===== config.mk =====
export PLATFORM = sky130hd
export DESIGN_NAME = counter_arbiter_flat
export DESIGN_NICKNAME = d
export VERILOG_FILES = /design/src/rtl/counter_arbiter_if.sv /design/src/rtl/counter_arbiter.sv /design/src/flat_wrapper.sv
export SDC_FILE = /design/constraint.sdc
export NUM_CORES = 1
export LEC_CHECK = 0
export ABC_AREA = 1
export CORE_AREA = 8 8 68 70
export DETAILED_ROUTE_END_ITERATION = 8
export DIE_AREA = 0 0 76 78
export GPL_TIMING_DRIVEN = 0
export HOLD_SLACK_MARGIN = 0.1
export PLACE_DENSITY = 0.73
export SLEW_MARGIN = 15
export SYNTH_ARGS = -nofsm -noshare
export SYNTH_HDL_FRONTEND = slang
export SYNTH_SLANG_ARGS = --single-unit
export TNS_END_PERCENT = 50

===== constraint.sdc =====
create_clock -name clk -period 1.3 [get_ports clk]
set_input_delay 0.26 -clock clk [delete_from_list [all_inputs] [get_ports clk]]
set_output_delay 0.26 -clock clk [all_outputs]
set_load 0.03 [all_outputs]

===== src/rtl/counter_arbiter_if.sv =====
// Requester command bus and external counter control/status for counter_arbiter.
// rco_count exists only when COUNTER_ARBITER_RCO_STATS_EN is defined.
interface counter_arbiter_if;
  logic [1:0] req_valid;
  logic [3:0] req_mode;
  logic [7:0] req_data;
  logic [7:0] req_len;
  logic [1:0] req_ready;
  logic       cnt_enable;
  logic [1:0] cnt_mode;
  logic [3:0] cnt_D;
  logic [3:0] cnt_Q;
  logic       cnt_rco;
  logic [1:0] done;
  logic [3:0] result;
  logic       result_ovf;
  logic       busy;
  logic       owner;
`ifdef COUNTER_ARBITER_RCO_STATS_EN
  logic [7:0] rco_count;
`endif

  modport slave (
    input  req_valid, req_mode, req_data, req_len, cnt_Q, cnt_rco,
    output `ifdef COUNTER_ARBITER_RCO_STATS_EN rco_count, `endif
           req_ready, cnt_enable, cnt_mode, cnt_D, done, result, result_ovf, busy, owner
  );

  modport master (
    output req_valid, req_mode, req_data, req_len, cnt_Q, cnt_rco,
    input  `ifdef COUNTER_ARBITER_RCO_STATS_EN rco_count, `endif
           req_ready, cnt_enable, cnt_mode, cnt_D, done, result, result_ovf, busy, owner
  );
endinterface


===== src/rtl/counter_arbiter.sv =====
// Two-requester round-robin arbiter that runs jobs on an external 4-bit counter.
// Optional COUNTER_ARBITER_RCO_STATS_EN adds a saturating count of RUN cycles with cnt_rco high.
module counter_arbiter (
  input  logic              clk,
  input  logic              reset_L,
  counter_arbiter_if.slave  bus
);
  typedef enum logic [1:0] {S_IDLE, S_LOAD, S_RUN, S_DONE} state_t;

  state_t     r_state, w_next;
  logic [1:0] r_mode;
  logic [3:0] r_data, r_len, r_remain, r_result;
  logic       r_owner, r_prio, r_ovf, r_result_ovf;
  logic       w_grant_vld, w_grant_idx, w_take;

  // Tie goes to r_prio; a single valid requester always wins.
  assign w_grant_vld = |bus.req_valid;
  assign w_grant_idx = (&bus.req_valid) ? r_prio : bus.req_valid[1];
  assign w_take      = (r_state == S_IDLE) && w_grant_vld;

  always_ff @(posedge clk or negedge reset_L) begin
    if (!reset_L) r_state <= S_IDLE;
    else          r_state <= w_next;
  end

  always_comb begin
    w_next = r_state;
    case (r_state)
      S_IDLE: if (w_grant_vld) w_next = S_LOAD;
      S_LOAD: w_next = (r_mode == 2'b11 || r_len == 4'd0) ? S_DONE : S_RUN;
      S_RUN:  if (r_remain == 4'd1) w_next = S_DONE;
      S_DONE: w_next = S_IDLE;
      default: w_next = S_IDLE;
    endcase
  end

  always_comb begin
    bus.req_ready  = 2'b00;
    bus.cnt_enable = 1'b0;
    bus.cnt_mode   = 2'b00;
    bus.cnt_D      = 4'b0000;
    bus.done       = 2'b00;
    bus.busy       = (r_state != S_IDLE);
    case (r_state)
      // Gated by reset_L so the combinational grant stays quiet while reset is held.
      S_IDLE: if (w_grant_vld && reset_L) bus.req_ready = w_grant_idx ? 2'b10 : 2'b01;
      S_LOAD: begin
        bus.cnt_enable = 1'b1;
        bus.cnt_mode   = 2'b11;
        bus.cnt_D      = r_data;
      end
      S_RUN: begin
        bus.cnt_enable = 1'b1;
        bus.cnt_mode   = r_mode;
        bus.cnt_D      = r_data;
      end
      S_DONE: begin
        bus.cnt_enable = 1'b1;
        bus.cnt_mode   = r_mode;
        bus.cnt_D      = r_data;
        bus.done       = r_owner ? 2'b10 : 2'b01;
      end
      default: ;
    endcase
  end

  always_ff @(posedge clk or negedge reset_L) begin
    if (!reset_L) begin
      r_mode       <= 2'b00;
      r_data       <= 4'b0000;
      r_len        <= 4'b0000;
      r_remain     <= 4'b0000;
      r_owner      <= 1'b0;
      r_prio       <= 1'b0;
      r_ovf        <= 1'b0;
      r_result     <= 4'b0000;
      r_result_ovf <= 1'b0;
    end else begin
      if (w_take) begin
        r_mode  <= bus.req_mode[{w_grant_idx, 1'b0} +: 2];
        r_data  <= bus.req_data[{w_grant_idx, 2'b00} +: 4];
        r_len   <= bus.req_len[{w_grant_idx, 2'b00} +: 4];
        r_owner <= w_grant_idx;
        r_ovf   <= 1'b0;
      end
      if (r_state == S_LOAD) r_remain <= r_len;
      if (r_state == S_RUN) begin
        r_remain <= r_remain - 4'd1;
        if (bus.cnt_rco) r_ovf <= 1'b1;
      end
      if (r_state == S_DONE) begin
        r_result     <= bus.cnt_Q;
        r_result_ovf <= r_ovf;
        r_prio       <= ~r_owner;
      end
    end
  end

  assign bus.result     = r_result;
  assign bus.result_ovf = r_result_ovf;
  assign bus.owner      = r_owner;

`ifdef COUNTER_ARBITER_RCO_STATS_EN
  logic [7:0] r_rco_count;
  always_ff @(posedge clk or negedge reset_L) begin
    if (!reset_L) r_rco_count <= 8'd0;
    else if (r_state == S_RUN && bus.cnt_rco && r_rco_count != 8'd255)
      r_rco_count <= r_rco_count + 8'd1;
  end
  assign bus.rco_count = r_rco_count;
`endif
endmodule


===== src/flat_wrapper.sv =====
// flat-port wrapper written by rule: the top's interface ports become plain ports
module counter_arbiter_flat 
  (clk, reset_L, bus_req_valid, bus_req_mode, bus_req_data, bus_req_len, bus_cnt_Q, bus_cnt_rco, bus_req_ready, bus_cnt_enable, bus_cnt_mode, bus_cnt_D, bus_done, bus_result, bus_result_ovf, bus_busy, bus_owner);
  counter_arbiter_if bus_i ();
  input  logic clk;
  input  logic reset_L;
  input wire logic [$bits(bus_i.req_valid)-1:0] bus_req_valid;
  input wire logic [$bits(bus_i.req_mode)-1:0] bus_req_mode;
  input wire logic [$bits(bus_i.req_data)-1:0] bus_req_data;
  input wire logic [$bits(bus_i.req_len)-1:0] bus_req_len;
  input wire logic [$bits(bus_i.cnt_Q)-1:0] bus_cnt_Q;
  input wire logic [$bits(bus_i.cnt_rco)-1:0] bus_cnt_rco;
  output wire logic [$bits(bus_i.req_ready)-1:0] bus_req_ready;
  output wire logic [$bits(bus_i.cnt_enable)-1:0] bus_cnt_enable;
  output wire logic [$bits(bus_i.cnt_mode)-1:0] bus_cnt_mode;
  output wire logic [$bits(bus_i.cnt_D)-1:0] bus_cnt_D;
  output wire logic [$bits(bus_i.done)-1:0] bus_done;
  output wire logic [$bits(bus_i.result)-1:0] bus_result;
  output wire logic [$bits(bus_i.result_ovf)-1:0] bus_result_ovf;
  output wire logic [$bits(bus_i.busy)-1:0] bus_busy;
  output wire logic [$bits(bus_i.owner)-1:0] bus_owner;
  assign bus_i.req_valid = bus_req_valid;
  assign bus_i.req_mode = bus_req_mode;
  assign bus_i.req_data = bus_req_data;
  assign bus_i.req_len = bus_req_len;
  assign bus_i.cnt_Q = bus_cnt_Q;
  assign bus_i.cnt_rco = bus_cnt_rco;
  assign bus_req_ready = bus_i.req_ready;
  assign bus_cnt_enable = bus_i.cnt_enable;
  assign bus_cnt_mode = bus_i.cnt_mode;
  assign bus_cnt_D = bus_i.cnt_D;
  assign bus_done = bus_i.done;
  assign bus_result = bus_i.result;
  assign bus_result_ovf = bus_i.result_ovf;
  assign bus_busy = bus_i.busy;
  assign bus_owner = bus_i.owner;
  counter_arbiter u_core (.clk(clk), .reset_L(reset_L), .bus(bus_i));
endmodule

==> results of run 1 <==
## final cells by class
type / instances / area share
Buffer: 6 / 0.0335
Clock buffer: 4 / 0.0170
Inverter: 23 / 0.0429
Multi-Input combinational cell: 110 / 0.325
Sequential cell: 24 / 0.283
Tap cell: 48 / 0.0282
Timing Repair Buffer: 59 / 0.270
## per-stage QoR
| stage | std cells | utilization | cell area (um2) | TNS [ns] |
|---|---|---|---|---|
| 6_report | 274 | 0.599 | 2130 | -5.76 |
| 5_1_grt | 274 | 0.599 | 2130 | -7.59 |
| 4_1_cts | 271 | 0.581 | 2060 | -5.81 |
| 3_5_place_dp | 257 | 0.535 | 1900 | -20.64 |
| 2_1_floorplan | 163 | - | 1380 | -0.563 |
| 3_3_place_gp | 257 | 0.535 | 1900 | -19.87 |
## power groups by stage
stage	clock network [mW]	registers [mW]	logic, mW
floorplan	0	1.54	1.95
global placement	0	1.40	3.10
detailed placement	0	1.42	3.15
CTS	0.408	1.38	3.49
global route	0.453	1.45	3.99
finish	0.393	1.40	3.66
## worst max path at each step
stage | endpoint | slack [ns]
global route | bus_req_ready[0] | -0.52
floorplan | bus_cnt_D[0] | -0.11
detailed placement | bus_req_ready[0] | -1.59
global placement | bus_req_ready[0] | -1.58
CTS | bus_req_ready[0] | -0.48
finish | bus_req_ready[0] | -0.46
## cells by family after synthesis
group / count (synthesis)
AOI/OAI and AO/OA: 27
and+or+nand+nor: 72
adders and majority gates: 7
muxes: 4
DFF: 24
buffers and inverters: 29
## timing repair
| item | CTS | global route |
|---|---|---|
| gates resized for setup | 113 | 16 |
| setup buffers | 10 | 5 |
| pin swaps | 3 | 4 |
| endpoints found under the setup margin | 63 | 40 |
| endpoints found under the hold margin | 24 | 24 |
| cloned | 0 | 1 |
## synth_stat cells
master,count,area (um2)
a21oi_1,4,20.0
ha_1,7,87.6
dfrtp_1,24,601
o21ai_0,11,55.1
inv_1,21,78.8
nor2_1,21,78.8
a21oi_4,1,16.3
inv_2,2,7.51
nand3_1,4,20.0
buf_2,2,10.0
buf_6,1,11.3
nand2_1,45,169
a22oi_1,1,7.51
a31oi_2,8,100
a31oi_1,2,12.5
nand4_1,1,6.26
buf_4,3,22.5
mux2_2,4,45.0
and3_1,1,6.26
## sequential cells by signal, summed over array words and instances, names as in the netlist
signal and cells:
u_core.r_len 4, u_core.bus.owner 1, u_core.r_ovf 1, u_core.r_remain 4
u_core.bus.result 4, u_core.r_prio 1, u_core.r_mode 2, u_core.r_data 4
u_core.bus.result_ovf 1, u_core.r_state 2
## per-layer routing
| metal | vias to the layer above | wire (um) | GRT usage |
|---|---|---|---|
| met5 | - | 0 | 0 |
| met4 | 0 | 46 | 0.0255 |
| met3 | 5 | 191 | 0.0369 |
| met2 | 31 | 1720 | 0.203 |
| met1 | 579 | 1610 | 0.136 |
| li1 | 644 | - | - |
==> impl_metrics.ini, run 1 <==
[clock_network]
cts_tree = done
cts.path.max_buffers = 2
cts_root_buffer = clkbuf_4
cts_buffers = 3
clk_latency_ns = 0.31
cts.clk_slew.worst_paths_ns = 0.13
htree_levels = 1
clkSinkCount = 24

[setup_path]
crit_arrival_ns = 1.50
cp_num_cells = 6
rr_worst_depth = 8
cp-end-kind = output port
reg2reg_to = u_core.r_len[0]
critical_path.top_delay_family = flip-flops
critical_path_buf_inv_count = 3
crit_fanout = 4
startpoint = u_core.r_state[1]
cp.required_ns = 1.04
reg2reg_setup_slack_ns = -0.13
path_cells = inv_2, ha_4, inv_4, a21oi_4, and3_4, buf_6
cpPeakStageDelay_ns = 0.44
start_kind = register
critPathKind = register to output port
worstReg2RegStart = u_core.r_state[1]
crit_slowest_cell = dfrtp_1

[detailed_routing]
wl_per_cell_um = 13.0
drt_first_iter_violations = 57
vias = 1259
viasPerCell = 4.59
ant_nets = 0
route.detailed.drc = 0
wirelength_um = 3570
drt-pass1-iter-count = 4

[pwr]
powerDensity_mw_per_mm2 = 2560
peakVddDrop_uv = 968
seq_power_share = 0.257
p_total_mw = 5.45
p_int_mw = 2.97
swShare = 0.455
pwr-share-clk = 0.072
leakagePower_nw = 1.00
combPwrFrac = 0.671
p_switching_mw = 2.48

[sta]
clock.fmax_mhz = 567
maxSlewViolCount = 0
setup_viol = 32
finalHoldViolCount = 0
min_period_ns = 1.76
fin_crit_sh = 1.36
clock_skew_ns = 0.00121
rsz0062_at_grt = yes
slew_headroom = 0.564
setup_ws_ns = -0.464
worst_slew_pin_slew_ns = 0.654
finalHoldWorstSlack_ns = 0.0481

[global_route]
grt_pass1_vias = 1300
grt_max_degree = 27
grt_pass1_wl_um = 5790
globalRoute.totalOverflow = 0
antenna_found_initial = 0
grt_usage = 0.117

[cells_and_area]
antenna_cells = 0
final_cell_mix = nand2_1, clkdlybuf4s50_1, dfrtp_1, nor2_1, inv_1
fin_nets = 263
ff_latch_area_um2 = 602
n_fill_cell = 311
area_delta_synth_final_pct = 57.1
drive_above_1_share = 0.332
final_common_cell = nand2_1
multi_input_comb_area_um2 = 692

[status]
violations = setup timing
outcome = complete, but fails checks

[die]
start_util = 0.382
core_mm2 = 0.00355
dieArea_mm2 = 0.00593
io_pins = 47
die_height_um = 78
rows = 22
die_w_um = 76

[logic_synthesis]
postSynthCellCount = 163
yosysWarnings = 0
syn_nets = 199
synth_cell_types = 19
synth_xor_area_frac = 0
synth.avg_cell_area_um2 = 8.31
synthAdderAreaFrac = 0.0646
syn_area_mm2 = 0.00136
yosysSeqAreaShare = 0.443
yosys-mux-area-fraction = 0.0332
synth_compound_area_frac = 0.156
synth-seq-cells = 24
synth_top_family_by_area = simple AND/OR/NAND/NOR gates
synthSimpleGateAreaFrac = 0.207

[hold_path]
min_path_type = primary input to async pin

[placed_design]
dp_hpwl_um = 2580
gp_congestion = 0.765
io_buffers = 46
pre_cts_ws_ns = -1.59

[flow_run]
max_cap_viol_count = 0
Power figures use the tool's default switching activity.
==> run 2: changes to the inputs <==
Settings changed: REMOVE_ABC_BUFFERS set to 1.
==> impl_metrics.ini, run 2 (synthesis results as in run 1) <==
[clock_network]
clkSinkCount = 24
cts.clk_slew.worst_paths_ns = 0.14
cts_root_buffer = clkbuf_4
cts.path.max_buffers = 2
clk_latency_ns = 0.34
cts_buffers = 3
htree_levels = 1
cts_tree = done

[global_route]
grt_max_degree = 27
grt_pass1_wl_um = 6070
grt_pass1_vias = 1272
grt_usage = 0.125
antenna_found_initial = 0
globalRoute.totalOverflow = 0

[setup_path]
critPathKind = register to output port
crit_arrival_ns = 1.56
crit_fanout = 4
cp.required_ns = 1.04
cp-end-kind = output port
start_kind = register
reg2reg_setup_slack_ns = -0.28

[sta]
clock.fmax_mhz = 549
finalHoldViolCount = 0
setup_ws_ns = -0.520
clock_skew_ns = 0.00379
rsz0062_at_grt = yes
fin_crit_sh = 1.40
slew_headroom = 0.562
min_period_ns = 1.82
finalHoldWorstSlack_ns = 0.0223
maxSlewViolCount = 0
setup_viol = 35
worst_slew_pin_slew_ns = 0.658

[pwr]
leakagePower_nw = 1.08
p_switching_mw = 2.87
pwr-share-clk = 0.067
powerDensity_mw_per_mm2 = 2730
p_total_mw = 6.21
combPwrFrac = 0.710
peakVddDrop_uv = 1420
p_int_mw = 3.35
seq_power_share = 0.222
swShare = 0.461

[detailed_routing]
viasPerCell = 4.75
ant_nets = 0
drt-pass1-iter-count = 4
wl_per_cell_um = 14.8
vias = 1369
drt_first_iter_violations = 61
wirelength_um = 4250
route.detailed.drc = 0

[status]
outcome = complete, but fails checks
violations = setup timing

[die]
core_mm2 = 0.00355
die_height_um = 78
dieArea_mm2 = 0.00593
die_w_um = 76
io_pins = 47
rows = 22
start_util = 0.382

[hold_path]
min_path_type = primary input to async pin

[cells_and_area]
drive_above_1_share = 0.396
area_delta_synth_final_pct = 68.1
final_common_cell = nand2_1
antenna_cells = 0
final_cell_mix = nand2_1, buf_4, clkdlybuf4s50_1, dfrtp_1
fin_nets = 277

[placed_design]
io_buffers = 46
dp_hpwl_um = 2160
gp_congestion = 0.788

[flow_run]
max_cap_viol_count = 0
-- run 2: repair_timing --
action                                  CTS  global route
buffers inserted                         16            15
endpoints found under the setup margin   40            35
endpoints found under the hold margin    24            24
gates cloned                              2             0
resized for setup                       109            42
pin swaps                                 3             9
-- run 2: metrics by stage --
step | utilization | setup WS, ns | cell area, um2 | cells | TNS, ns
finish | 0.642 | -0.520 | 2280 | 288 | -8.45
global route | 0.642 | -0.585 | 2280 | 288 | -10.66
CTS | 0.588 | -0.471 | 2090 | 273 | -5.58
detailed placement | 0.516 | -1.49 | 1830 | 251 | -23.82
global placement | 0.516 | -1.48 | 1830 | 251 | -22.97
floorplan | - | -0.632 | 1310 | 157 | -4.50
-- run 2: power by group through the flow --
stage,Sequential (mW),Clock [mW],Combinational [mW]
detailed placement,1.39,0,2.95
finish,1.38,0.419,4.41
floorplan,1.54,0,1.79
global route,1.44,0.453,4.71
global placement,1.38,0,2.90
CTS,1.36,0.415,3.54
-- run 2: worst paths after layout --
check / startpoint / endpoint / cells after the start
max: u_core.r_state[1] / bus_req_ready[0] / 6
min: reset_L / u_core.r_data[0] / 1
max reg2reg: u_core.r_state[1] / u_core.r_len[1] / 10
min reg2reg: u_core.bus.result[0] / u_core.bus.result[0] / 1
max in group asynchronous: reset_L / u_core.r_remain[1] / 1
min in group clk: bus_req_mode[2] / u_core.r_mode[0] / 3
-- run 2: metal layers --
metal	wire length, um	global-route usage	vias to the layer above	part of all wire
met5	0	0	-	0
met4	162	0.0608	0	0.038
met3	235	0.0403	16	0.055
met2	2120	0.201	53	0.50
met1	1740	0.149	625	0.41
li1	-	-	675	-
-- run 2: layout make-up --
cell class	count	area, um2
clock buffer	4	36.3
fill	268	1270
inverter	23	93.8
multi-input combinational	111	767
sequential	24	601
tap	48	60.1
timing repair buffer	78	721
-- run 2: worst max-delay path, cell delays in order (launching register included) --
cell and delay, ns:
dfrtp_1 0.46, inv_2 0.12, ha_4 0.17, inv_6 0.04, a21oi_4 0.11, and3_4 0.19, buf_6 0.13
==> run 3: changes to the inputs <==
Settings changed: ABC_CLOCK_PERIOD_IN_PS set to 1300.
==> results of run 3 <==
Same layout as run 2: the final DEF is identical, and so are final timing and power.
